`config.mk`:
```
export PLATFORM = sky130hd
export DESIGN_NAME = shared_mem_bus
export DESIGN_NICKNAME = d
export VERILOG_FILES = /design/src/rtl/shared_mem_bus_pkg.sv /design/src/rtl/shared_mem_bus_rr_arbiter.sv /design/src/rtl/shared_mem_bus.sv
export SDC_FILE = /design/constraint.sdc
export NUM_CORES = 1
export LEC_CHECK = 0
export BUFFER_PORTS_ARGS = -buffer_cell sky130_fd_sc_hd__buf_4
export CORE_MARGIN = 1
export CORE_UTILIZATION = 38
export DETAILED_ROUTE_END_ITERATION = 6
export PLACE_DENSITY_LB_ADDON = 0.08
export SLEW_MARGIN = 20
export SYNTH_ARGS = -nofsm -noshare
export SYNTH_HDL_FRONTEND = slang
export SYNTH_SLANG_ARGS = --single-unit
```
`constraint.sdc`:
```
create_clock -name clk -period 7.5 [get_ports clk]
set_input_delay 0 -clock clk [delete_from_list [all_inputs] [get_ports clk]]
set_output_delay 0 -clock clk [all_outputs]
set_load 0.005 [all_outputs]
```
`src/rtl/shared_mem_bus_pkg.sv`:
```
// Shared types and helpers for the shared-memory interconnect.
package shared_mem_bus_pkg;

  typedef enum logic {
    ST_IDLE = 1'b0,
    ST_BUSY = 1'b1
  } state_e;

  // Width of a port index. It is never narrower than one bit.
  function automatic int idx_w(input int n);
    return (n > 1) ? $clog2(n) : 1;
  endfunction

endpackage

```
`src/rtl/shared_mem_bus_rr_arbiter.sv`:
```
// Combinational round-robin picker. The search starts one past last_gnt
// and wraps. The grant and index registers live in the parent.
module rr_arbiter
  import shared_mem_bus_pkg::*;
#(
  parameter  int N  = 4,
  localparam int IW = idx_w(N)
) (
  input  logic [N-1:0]  req,
  input  logic [IW-1:0] last_gnt,
  output logic [N-1:0]  gnt,
  output logic [IW-1:0] gnt_idx
);

  // Take the first requester found above last_gnt, wrapping at N.
  always_comb begin
    logic          found;
    logic [IW-1:0] p;
    found   = 1'b0;
    p       = '0;
    gnt     = '0;
    gnt_idx = '0;
    for (int k = 1; k <= N; k++) begin
      p = IW'((int'(last_gnt) + k) % N);
      if (!found && req[p]) begin
        found   = 1'b1;
        gnt[p]  = 1'b1;
        gnt_idx = p;
      end
    end
  end

endmodule

```
`src/rtl/shared_mem_bus.sv`:
```
// N-port shared-memory interconnect. A round-robin grant is held until the
// memory completes. Reads return a tagged response one cycle after completion.
// Each completed write is broadcast as a snoop to every other port.
module shared_mem_bus
  import shared_mem_bus_pkg::*;
#(
  parameter  int N_PORTS = 4,
  parameter  int ADDR_W  = 8,
  parameter  int DATA_W  = 8,
  localparam int IW      = idx_w(N_PORTS)
) (
  input  logic                        clk,
  input  logic                        rst,
  input  logic [N_PORTS-1:0]          req_rd,
  input  logic [N_PORTS-1:0]          req_wr,
  input  logic [N_PORTS*ADDR_W-1:0]   req_addr,
  input  logic [N_PORTS*DATA_W-1:0]   req_wdata,
  output logic [N_PORTS-1:0]          req_rdy,
  output logic [N_PORTS-1:0]          rsp_valid,
  output logic [DATA_W-1:0]           rsp_rdata,
  output logic [N_PORTS-1:0]          snp_valid,
  output logic [ADDR_W-1:0]           snp_addr,
  output logic [DATA_W-1:0]           snp_wdata,
  output logic                        mem_rd,
  output logic                        mem_wr,
  output logic [ADDR_W-1:0]           mem_addr,
  output logic [DATA_W-1:0]           mem_wdata,
  input  logic                        mem_rdy,
  input  logic [DATA_W-1:0]           mem_rdata
);

  state_e               state_q, state_d;
  logic [N_PORTS-1:0]   gnt_q, gnt_d;
  logic [IW-1:0]        idx_q, idx_d;
  logic [IW-1:0]        last_q, last_d;
  logic [N_PORTS-1:0]   rsp_valid_q;
  logic [N_PORTS-1:0]   snp_valid_q;
  logic [ADDR_W-1:0]    snp_addr_q;
  logic [DATA_W-1:0]    snp_wdata_q;

  logic [N_PORTS-1:0]   arb_gnt;
  logic [IW-1:0]        arb_idx;
  logic                 g_rd, g_wr, rd_done, wr_done;

  rr_arbiter #(.N(N_PORTS)) u_arb (
    .req      (req_rd | req_wr),
    .last_gnt (last_q),
    .gnt      (arb_gnt),
    .gnt_idx  (arb_idx)
  );

  // Next state and memory-side drive.
  // A request with both rd and wr set is treated as a write.
  always_comb begin
    state_d   = state_q;
    gnt_d     = gnt_q;
    idx_d     = idx_q;
    last_d    = last_q;
    g_rd      = 1'b0;
    g_wr      = 1'b0;
    mem_rd    = 1'b0;
    mem_wr    = 1'b0;
    mem_addr  = '0;
    mem_wdata = '0;
    req_rdy   = '0;
    rd_done   = 1'b0;
    wr_done   = 1'b0;
    case (state_q)
      ST_IDLE: begin
        if (|(req_rd | req_wr)) begin
          state_d = ST_BUSY;
          gnt_d   = arb_gnt;
          idx_d   = arb_idx;
          last_d  = arb_idx;
        end
      end
      ST_BUSY: begin
        g_wr      = req_wr[idx_q];
        g_rd      = req_rd[idx_q] & ~g_wr;
        mem_rd    = g_rd;
        mem_wr    = g_wr;
        mem_addr  = req_addr[idx_q*ADDR_W +: ADDR_W];
        mem_wdata = req_wdata[idx_q*DATA_W +: DATA_W];
        if (!(g_rd || g_wr)) begin
          // The requester dropped out before completion. Release the bus silently.
          state_d = ST_IDLE;
        end else if (mem_rdy) begin
          req_rdy = gnt_q;
          state_d = ST_IDLE;
          rd_done = g_rd;
          wr_done = g_wr;
        end
      end
      default: state_d = ST_IDLE;
    endcase
  end

  // State, grant, and the one-cycle response and snoop strobes.
  always_ff @(posedge clk or posedge rst) begin
    if (rst) begin
      state_q     <= ST_IDLE;
      gnt_q       <= '0;
      idx_q       <= '0;
      last_q      <= IW'(N_PORTS - 1);
      rsp_valid_q <= '0;
      snp_valid_q <= '0;
      snp_addr_q  <= '0;
      snp_wdata_q <= '0;
    end else begin
      state_q     <= state_d;
      gnt_q       <= gnt_d;
      idx_q       <= idx_d;
      last_q      <= last_d;
      rsp_valid_q <= rd_done ? gnt_q : '0;
      snp_valid_q <= wr_done ? ~gnt_q : '0;
      if (wr_done) begin
        snp_addr_q  <= mem_addr;
        snp_wdata_q <= mem_wdata;
      end
    end
  end

  assign rsp_valid = rsp_valid_q;
  assign rsp_rdata = (|rsp_valid_q) ? mem_rdata : '0;
  assign snp_valid = snp_valid_q;
  assign snp_addr  = snp_addr_q;
  assign snp_wdata = snp_wdata_q;

endmodule

```
* Word-level counts from Yosys, hierarchy flattened *
Index checks and enable logic that the tools add are counted.

word-level totals
  flip-flop bits (word level) = 33
  output and inout bits = 54

cells by class
  $add $sub $neg = 4
  order comparisons = 9
  shift-type cells = 2
  muxes and demuxes = 51
  bitwise operators = 8
  reduce and logical (&&, ||, !) cells = 14

operators with widths
  cell                                                                          number
  32-bit by 6-bit variable part select with 8-bit output                        2
  4-bit two-way mux                                                             9
  1-bit two-way mux                                                             24
  8-bit two-way mux                                                             3
  4-bit OR                                                                      4
  2-bit by 3-bit less-than comparator with 1-bit output, second input constant  5
  1-bit binary-select mux with 2-bit select                                     6
  1-bit demux with 2-bit select                                                 4
  2-bit by 1-bit >= comparator with 1-bit output, second input constant         4
  2-bit two-way mux                                                             4
  4-bit OR reduction                                                            2
  1-bit logical AND                                                             7
  2-bit by 1-bit adder with 2-bit output, second input constant                 2
  2-bit adder, second input constant                                            2
  4-bit NOT                                                                     1
  1-bit zero test                                                               3
  1-bit NOT                                                                     2
  1-bit one-hot mux with 2 select lines                                         1
  2-bit AND reduction                                                           1
  1-bit AND                                                                     1
  1-bit logical OR                                                              1

* Longest topological paths before layout *
Gate-level depths: netlist of the first run.

  word-level depth = 13
  gate-level depth with buffers = 9
  gate-level depth less buffers = 7

* Cells and area by module *
A second synthesis of the first run with hierarchy kept.

unflattened totals
  cells, all modules = 204
  area total of the unflattened synthesis = 2521.2 µm²

modules (own cells, without submodules)
  module          instances  cells each  area each (µm²)
  shared_mem_bus  1          136         1975.6
  rr_arbiter      1          68          545.5

* Least setup slack after synthesis of the first run *
Ideal clock, no wire load.

  path kind = flip-flop to flip-flop
  start = register last_q[1]
  end = register gnt_q[0]
  setup time = 82 ps
  arrival = 2502 ps
  data required time = 7418 ps
  setup slack = 4916 ps
  stages on the path, launching flop included = 10
  buffers on the path = 2
  period minus slack after synthesis = 2584 ps
  cell sequence = dfstp_2 -> clkbuf_1 -> inv_1 -> ha_1 -> buf_4 -> or3b_1 -> mux2_2 -> a211oi_2 -> nand3_1 -> a31oi_1

between the ends
  cells in the longest elaborated chain, start to end = 13
  elaborated cells on any way between the ends = 48

RTL lines
  item                                                                                                            RTL line                         RTL
  start: declaration                                                                                              shared_mem_bus.sv:35             logic [IW-1:0] last_q, last_d;
  start signal: assignment                                                                                        shared_mem_bus.sv:104            last_q <= IW'(N_PORTS - 1);
  start signal: assignment                                                                                        shared_mem_bus.sv:113            last_q <= last_d;
  parallel branches: the longest is 12 deep, another holds 2-bit by 3-bit less-than comparator with 1-bit output  --
  4-bit two-way mux (*)                                                                                           shared_mem_bus_rr_arbiter.sv:25  if (!found && req[p]) begin
  end signal: assignment                                                                                          shared_mem_bus.sv:111            gnt_q <= gnt_d;
  end: declaration                                                                                                shared_mem_bus.sv:33             logic [N_PORTS-1:0] gnt_q, gnt_d;

Mark *: on every way between the ends. The select of a mux whose other input is x is not followed.
A chain may end at the register's enable or synchronous reset.

* Final worst setup path of the first run *
  start = register last_q[0]
  end = register gnt_q[1]

The elaborated chain is that of the path after synthesis.

==> run metrics, run 1 <==
CP arrival=approximately 3.2 ns; critical path, cell by cell=clkinv_1 > ha_1 > or3b_1 > mux2_2 > a211oi_2 > nand3_1 > a31oi_1; FILL cells=532; Top Ports=between 100 and 150; Seq/Total Area, Yosys=around a third; Reg area=a little over 800 um2; max capacitance violation total=0; hpwl dp=between 4000 and 5000 um; Synth top cells by count=31 x dfrtp_1, 25 x and2_1, 19 x mux4_2; stages on the worst setup path=7; Total Routing Usage GR=about 20%; Seq cells post-synth=33; Die ar.=6530 um2; number of port buffers=roughly 140; Power Dens Cells=about 350 nW/um2; Slew headroom=between 40% and 50%; Tcrit/Tclk final=between 40 and 50%; worst hold path class=in -> reg; Die Ht=roughly 80 um; Area contributors post-synth=dfrtp_1 33%, mux4_2 18%, mux2_2 8.1%; RSZ-0062 raised after global routing=no; worst skew pair latency=0.28 ns; Worst path max stage delay=a little over 0.7 ns; H-tree levels=2; Tightest Pin Transition=0.896 ns; CTS clock-pin slew for the worst setup and hold paths=roughly 0.06 ns; Worst Hold Depth=3; initial antenna violation count=0; Peak VDD IR=0.000157 V; skew final=0.00416 ns; CTS max path bufs=2; Synth Warn #=0; most common cell in the netlist=dfrtp_1; largest net degree at the start of global routing=34; slowest CP cell=dfstp_2; CP Launch Type=flip-flop; Fmax=0.329 GHz; Post-DRT Antenna Nets=0; critical path peak fanout=15; layout cells sized above 1=roughly 55%; outcome=complete, no violations; vias=between 2,000 and 2,500; CP endpoint kind=flip-flop; Min Clock Period, post-route=~3.0 ns; clk sinks=33; CTS tree=yes; leading area contributor after synthesis=dfrtp_1; multi-input logic area=1440 um2; CP delay by family, top=flip-flops; initial DRC count=97; postcts setup bufs=0; Buf+Inv Stages, Crit Path=1; Routed WL=between 6000 and 7000 um; drt wl/cell=between 15 and 20 um; Crit Path Class=reg -> reg; FFs w/ async S/R, synth=100%; number of flops mapped to enable cells by yosys=0; core area=between 5000 and 6000 um2; cts bufs inserted=5; Final TNS setup=0 ns; CP required=7.70 ns; placed cell count=404; syn nets=299; final hold viol count=0; width of the chip=approximately 80 um; Final Wtd Congestion=just over 0.8; first-pass GRT wire length=9930 um; drc violations=0; synthesis-to-layout area growth=48.9%; Layout Cells excl Fill=414; CTS Root Cell=clkbuf_8; Final Setup Violations=0; leak pwr=1.67 nW; row cnt=28; Initial Util=39.6%; first-pass detailed-route iteration total=4; Antenna Cells=0; Max Slew Vio Count=0; NumNets Final=between 400 and 500; Synth top area share=32.9%; Gate Count Post-Synth=roughly 210; vias in the first global route=between 2,000 and 2,500; syn avg cell area=between 10 and 15 um2; post-synthesis cell type count=43; Reg2Reg Depth=7; vias per cell=5.29; GRT overflow=0; Primary FF master, synth=dfrtp_1; Cell Area, Synth=between 2000 and 2500 um2
per-stage QoR:
stage	util, %	power, W	area (um2)	setup WS [ns]	hold WS [ns]
6_report	59.0	0.00123	3510	4.46	0.187
5_1_grt	59.0	0.00132	3510	4.26	0.191
4_1_cts	58.9	0.00124	3510	4.39	0.184
3_5_place_dp	57.0	0.00111	3400	4.39	0.111
3_3_place_gp	57.0	0.00109	3400	4.51	0.116
2_1_floorplan	-	0.000795	2360	4.92	0.117
routing by layer:
metal / wire length (um) / track usage [%] / vias to the layer above
met5: 0 / 0 / -
met4: 102 / 5.89 / 0
met3: 578 / 3.48 / 10
met2: 3000 / 34.0 / 127
met1: 2620 / 25.4 / 1010
li1: - / - / 1045
path summary, 6_finish.rpt:
check	startpoint	to	slack, ns
worst max-delay path	last_q[0]	gnt_q[1]	4.46
min in group asynchronous	rst	snp_valid[1]	0.37
worst max register to register	last_q[0]	gnt_q[1]	4.46
worst min register to register	gnt_q[2]	snp_valid[2]	0.48
max in group asynchronous	rst	last_q[1]	6.80
worst min-delay path	req_wdata[19]	snp_wdata[3]	0.19
sequential cells by signal (all words and copies together) (netlist names):
name / count
snp_wdata: 8
last_q: 2
gnt_q: 4
state_q: 1
snp_valid: 4
rsp_valid: 4
idx_q: 2
snp_addr: 8
layout by cell type, fill, tap and decap left out, drive strengths merged, types with 2 or more instances in the layout:
| master | Yosys | routed |
|---|---|---|
| mux2 | 17 | 17 |
| nand3 | 9 | 9 |
| o211ai | 2 | 2 |
| inv | 2 | 2 |
| nand2 | 3 | 3 |
| clkbuf | 9 | 8 |
| o211a | 2 | 2 |
| and2 | 25 | 25 |
| dfrtp | 31 | 31 |
| a21o | 5 | 5 |
| nor3 | 2 | 2 |
| buf | 7 | 137 |
| or2 | 4 | 4 |
| dlygate4sd3 | 0 | 2 |
| nor2b | 8 | 8 |
| a21oi | 2 | 2 |
| a2111oi | 2 | 2 |
| a221oi | 6 | 6 |
| o21ai | 7 | 7 |
| ha | 8 | 8 |
| nor2 | 17 | 17 |
| dfstp | 2 | 2 |
| a31oi | 4 | 4 |
| a211oi | 2 | 2 |
| mux4 | 20 | 20 |
layout make-up:
type	instances	share of cell area, %
clock buffer	8	2.56
inverter	3	0.320
timing repair buffer	139	29.8
sequential	33	23.6
multi-input combinational	156	41.0
tap	75	2.67
worst register-to-register path, cell delays in order, from the launching register on:
cell	delay [ns]
dfstp_2	0.71
clkinv_1	0.38
ha_1	0.56
or3b_1	0.39
mux2_2	0.28
a211oi_2	0.37
nand3_1	0.13
a31oi_1	0.14
kinds of logic after synthesis:
family                     share of synthesized area [%]
and+or+nand+nor                                     17.5
AOI/OAI and AO/OA                                   11.7
muxes                                               27.3
DFF                                                 35.1
buffers and inverters                               4.13
adders and majority gates                           4.24
power breakdown:
| part | total, W | internal [W] | switching, W |
|---|---|---|---|
| clock | 0.000132 | 0.0000747 | 0.0000573 |
| combinational | 0.000710 | 0.000434 | 0.000275 |
| sequential | 0.000387 | 0.000262 | 0.000125 |
repair_timing:
action	4_1_cts	5_1_grt
hold endpoints to repair	32	0
hold buffers	2	0
setup endpoints to repair	0	0
gates resized for setup	0	0
(Power assumes the default switching activity.)
==> run 2, diff against run 1 <==
==> constraint.sdc (replaced) <==
create_clock -name clk -period 2.77 [get_ports clk]
set_input_delay 0 -clock clk [delete_from_list [all_inputs] [get_ports clk]]
set_output_delay 0 -clock clk [all_outputs]
set_load 0.005 [all_outputs]
==> run metrics, run 2 (synthesis gave the netlist of run 1 again) <==
CTS Root Cell=clkbuf_8; width of the chip=80.8 um (unchanged); postcts setup bufs=0 (unchanged); Die Ht=80.8 um (unchanged); sw frac=35.6% (-1.6 points); leading cell type in the layout, fill and taps excluded=buf_4; core area=5960 um2 (unchanged); CP arrival=2.71 ns (-0.53 ns); cts repair resizes=0 (unchanged); final hold viol count=0 (unchanged); clk sinks=33 (unchanged); first-pass detailed-route iteration total=4 (unchanged); Top Ports=137 (unchanged); Power Dens Cells=973 nW/um2 (+180%); row cnt=28 (unchanged); layout cells sized above 1=55.5% (+0.92 points); worst reg2reg path startpoint=last_q[1]; Antenna Cells=0 (unchanged); initial DRC count=57 (-41%); CTS clock-pin slew for the worst setup and hold paths=0.07 ns (about the same); hpwl dp=5020 um (+0.66%); Total Routing Usage GR=20.7% (+0.88 points); max capacitance violation total=0 (unchanged); Final Wtd Congestion=0.832 (+2.3%); most frequent cells in the layout=145 x buf_4, 31 x dfrtp_1, 25 x and2_1, 19 x mux4_2, 17 x mux2_2; vias=2,230 (+1.7%); Routed WL=6240 um (-1.0%); Crit Path Class=reg -> reg; RSZ-0062 raised after global routing=no; Fmax=0.400 GHz (+22%); initial antenna violation count=0 (unchanged); CP Launch Type=flip-flop; Initial Util=39.6% (unchanged); CTS tree=yes; Final TNS setup=0 ns (unchanged); first-pass GRT wire length=10,300 um (+3.5%); skew final=0.00804 ns (+0.00388 ns); Tightest Pin Transition=0.783 ns (-0.114 ns); CP endpoint kind=flip-flop; Slew headroom=47.7% (+7.6 points); cts bufs inserted=5 (unchanged); worst hold path class=in -> reg; CTS max path bufs=2 (unchanged); synthesis-to-layout area growth=51.8%; GRT overflow=0 (unchanged); Post-DRT Antenna Nets=0 (unchanged); largest net degree at the start of global routing=24 (-29%); Pwr Total=0.00348 W (+180%); outcome=complete, no violations; Final Setup Violations=0 (unchanged); share of total power in the clock network=13.2% (+2.5 points); leak pwr=1.71 nW (+2.8%); Tcrit/Tclk final=90.2% (+50 points); vias per cell=5.30 (about the same); HP Start=mem_rdy; power share of the sequential group=24.4% (-7.1 points); NumNets Final=436 (+1.6%); vias in the first global route=2,193 (+5.7%); Min Clock Period, post-route=2.50 ns (-0.539 ns); combinational group share of total power=62.3% (+4.5 points); drc violations=0 (unchanged); worst skew pair latency=0.29 ns (about the same); Die ar.=6530 um2 (unchanged); Psw=0.00124 W (+170%); number of port buffers=136 (unchanged); drt wl/cell=14.8 um (-2.6%); Pint=0.00224 W (+190%); CP required=2.98 ns (-4.72 ns); critical path startpoint=last_q[1]; Peak VDD IR=0.000532 V (+240%); H-tree levels=2 (unchanged); Max Slew Vio Count=0 (unchanged); critical path peak fanout=13 (-2)
-- run 2: cell count changes in the layout (fill, tap and decap cells not counted), sizes merged --
cell / delta
buf: +8
dlygate4sd3: -1
bufinv: +1
clkbuf: -1
-- run 2: worst paths after layout --
check,end,slack [ns],depth (start not counted)
max in group asynchronous,last_q[0],1.70,4
setup reg to reg,gnt_q[3],0.27,7
min in group asynchronous,gnt_q[3],0.37,3
hold reg to reg,snp_valid[0],0.48,1
setup / recovery,gnt_q[3],0.27,7
hold / removal,state_q,0.006,3
-- run 2: metal layers --
metal  part of all wire, %  vias up  GRT usage (%)  wire, um
met5                     0        -              0         0
met2                    48      117           35.7      3020
met4                   1.3        0           8.39        81
li1                      -     1052              -         -
met3                   9.5        7           4.04       595
met1                    41     1054           25.3      2540
-- run 2: cell type report --
cell class | count | area, um2
fill | 526 | 2370
tap | 75 | 93.8
multi-input combinational | 156 | 1440
inverter | 3 | 11.3
sequential | 33 | 828
timing repair buffer | 146 | 1100
clock buffer | 7 | 86.3
clock inverter | 1 | 30.0
-- run 2: critical path, cell delays in order, from the launching register on --
cell and delay (ns):
dfstp_2 0.66, inv_1 0.16, ha_1 0.31, or3b_1 0.36, mux2_2 0.28, a211oi_2 0.37
nand3_1 0.14, a31oi_1 0.14
-- run 2: repair_timing --
action / 4_1_cts / 5_1_grt
setup endpoints to repair: 0 / 0
hold endpoints to repair: 17 / 0
hold buffers: 1 / 0
-- run 2: power groups by stage --
stage	clock network, W	logic (W)	registers (W)
after global routing	0.000488	0.00238	0.000883
after CTS	0.000469	0.00221	0.000853
after detailed placement	0	0.00220	0.000861
after floorplan	0	0.00131	0.000841
after global placement	0	0.00219	0.000851
final	0.000461	0.00217	0.000851
-- run 2: through the flow --
stage | cells | cell area [um2] | hold WS [ns] | setup slack (ns) | util [%]
6_report | 421 | 3580 | 0.00555 | 0.272 | 60.2
5_1_grt | 421 | 3580 | 0.0192 | 0.135 | 60.2
4_1_cts | 421 | 3580 | 0.000696 | 0.284 | 60.2
3_5_place_dp | 412 | 3460 | 0.120 | 0.297 | 58.0
3_3_place_gp | 412 | 3460 | 0.121 | 0.363 | 58.0
2_1_floorplan | 208 | 2360 | 0.117 | 0.186 | -
==> run 3, diff against run 2 <==
--- a/config.mk
+++ b/config.mk
@@ -5,7 +5,7 @@
 export SDC_FILE = /design/constraint.sdc
 export NUM_CORES = 1
 export LEC_CHECK = 0
-export BUFFER_PORTS_ARGS = -buffer_cell sky130_fd_sc_hd__buf_4
+export BUFFER_PORTS_ARGS = -buffer_cell sky130_fd_sc_hd__clkbuf_2
 export CORE_MARGIN = 1
 export CORE_UTILIZATION = 38
 export DETAILED_ROUTE_END_ITERATION = 6
==> run metrics, run 3 (synthesis gave the netlist of run 1 again) <==
worst hold path class=in -> reg; r2r endpoint=gnt_q[0]; Max Slew Vio Count=0 (unchanged); CTS tree=yes; Peak VDD IR=0.000456 V (-14%); Antenna Cells=0 (unchanged); combinational group share of total power=60.7% (-1.6 points); Fmax=0.400 GHz (about the same); synthesis-to-layout area growth=35.6%; most frequent cells in the layout=136 x clkbuf_2, 31 x dfrtp_1, 25 x and2_1, 19 x mux4_2, 17 x mux2_2; Post-DRT Antenna Nets=0 (unchanged); Total Routing Usage GR=18.5% (-2.2 points); Routed WL=5870 um (-5.8%); final hold viol count=0 (unchanged); vias in the first global route=2,007 (-8.5%); layout cells sized above 1=55.5% (about the same); core area=5960 um2 (unchanged); worst skew pair latency=0.28 ns (about the same); hpwl dp=4730 um (-5.8%); largest net degree at the start of global routing=34 (+42%); Worst path max stage delay=0.67 ns (about the same); worst reg2reg path startpoint=last_q[1]; Tightest Pin Transition=0.706 ns (-0.0770 ns); Reg2Reg Depth=7 (unchanged); leading cell type in the layout, fill and taps excluded=clkbuf_2; H-tree levels=2 (unchanged); leak pwr=1.60 nW (-6.6%); initial DRC count=60 (+5.3%); skew final=0.00954 ns (+0.00151 ns); CP required=2.97 ns (about the same); first-pass GRT wire length=9300 um (-9.5%); critical path startpoint=last_q[1]; Psw=0.00122 W (-1.7%); Power Dens Cells=975 nW/um2 (+0.29%); Top Ports=137 (unchanged); Final Setup Violations=0 (unchanged); share of total power in the clock network=10.8% (-2.4 points); Min Clock Period, post-route=2.50 ns (+0.000878 ns); Die ar.=6530 um2 (unchanged); R2R Setup Slk=0.27 ns (about the same); power share of the sequential group=28.5% (+4.1 points); CP arrival=2.70 ns (about the same); outcome=complete, no violations; vias=2,169 (-2.7%); first-pass detailed-route iteration total=4 (unchanged); Tcrit/Tclk final=90.2% (about the same); Slew headroom=52.8% (+5.2 points); CP endpoint kind=flip-flop; CTS Root Cell=clkbuf_8; Final Wtd Congestion=0.808 (-2.9%); row cnt=28 (unchanged); CTS clock-pin slew for the worst setup and hold paths=0.07 ns (about the same); clk sinks=33 (unchanged); CP Capture Point=gnt_q[0]; utilization after layout=53.7% (-6.4 points); critical path, cell by cell=inv_1 > ha_1 > or3b_1 > mux2_2 > a211oi_2 > nand3_1 > a31oi_1; HP Start=mem_rdy; number of port buffers=136 (unchanged); Crit Path Class=reg -> reg; slowest CP cell=dfstp_2; critical path peak fanout=13 (unchanged); initial antenna violation count=0 (unchanged); sw frac=39.1% (+3.5 points); GRT overflow=0 (unchanged); cts bufs inserted=5 (unchanged); RSZ-0062 raised after global routing=no; Worst Hold Depth=3 (unchanged); cts repair resizes=0 (unchanged); FILL cells=554 (+5.3%); Pint=0.00190 W (-15%); drt wl/cell=14.0 um (-5.4%); drc violations=0 (unchanged); CP Launch Type=flip-flop; max capacitance violation total=0 (unchanged); Setup WS post-layout=0.271 ns (-0.000878 ns); CTS max path bufs=2 (unchanged); Initial Util=39.6% (unchanged); Place WS=0.298 ns (+0.00143 ns); Die Ht=80.8 um (unchanged); Final TNS setup=0 ns (unchanged); NumNets Final=434 (-0.46%); vias per cell=5.18 (-2.3%); width of the chip=80.8 um (unchanged)
==> run 3: changes by cell type in the layout (fill, tap and decap cells not counted), sizes merged <==
cell	delta
bufinv	-1
clkinv	+2
buf	-138
clkbuf	+135
==> run 3: layer usage <==
layer	track usage (%)	part of all wire (%)
met1	23.6	44
met2	31.8	47
met3	3.15	8.3
met4	6.25	1.0
met5	0	0
==> run 3: area by class of cell <==
cell class	instances	area [um2]	share of cell area [%]
tap	75	93.8	2.93
multi-input combinational	156	1440	45.0
sequential	33	828	25.9
inverter	3	11.3	0.352
timing repair buffer	144	743	23.2
clock buffer	6	72.6	2.27
clock inverter	2	10.0	0.313
==> run 3: what timing repair did <==
item	in CTS	in global routing
hold buffers	1	0
buffers inserted	0	0
endpoints found under the hold margin	31	0
==> run 3: through the flow <==
| stage | hold WS (ns) | cell area (um2) | cells | power, W |
|---|---|---|---|---|
| finish | 0.0148 | 3200 | 419 | 0.00312 |
| CTS | 0.00413 | 3190 | 419 | 0.00316 |
| global route | 0.0231 | 3200 | 419 | 0.00339 |
| floorplan | 0.117 | 2360 | 208 | 0.00215 |
| global placement | 0.0898 | 3100 | 410 | 0.00279 |
| detailed placement | 0.0925 | 3100 | 410 | 0.00281 |
==> run 3: how the worst min path moves through the flow <==
stage,end,slack (ns)
5_1_grt,state_q,0.02
3_3_place_gp,snp_valid[3],0.09
2_1_floorplan,rsp_rdata[0],0.12
4_1_cts,state_q,0.004
3_5_place_dp,snp_valid[0],0.09
6_report,state_q,0.01
==> run 3: worst max-delay path: cells and delay by family (launching register included) <==
kind / cells / cell delay (ns)
muxes: 1 / 0.28
buffers and inverters: 1 / 0.15
and+or+nand+nor: 2 / 0.49
adders and majority gates: 1 / 0.32
AOI/OAI and AO/OA: 2 / 0.51
DFF: 1 / 0.67
==> run 3: power groups by stage <==
stage	logic [W]	clock network [W]	registers (W)
after CTS	0.00192	0.000348	0.000892
after global routing	0.00209	0.000373	0.000930
final	0.00190	0.000338	0.000888
after floorplan	0.00131	0	0.000841
after detailed placement	0.00191	0	0.000900
after global placement	0.00190	0	0.000887
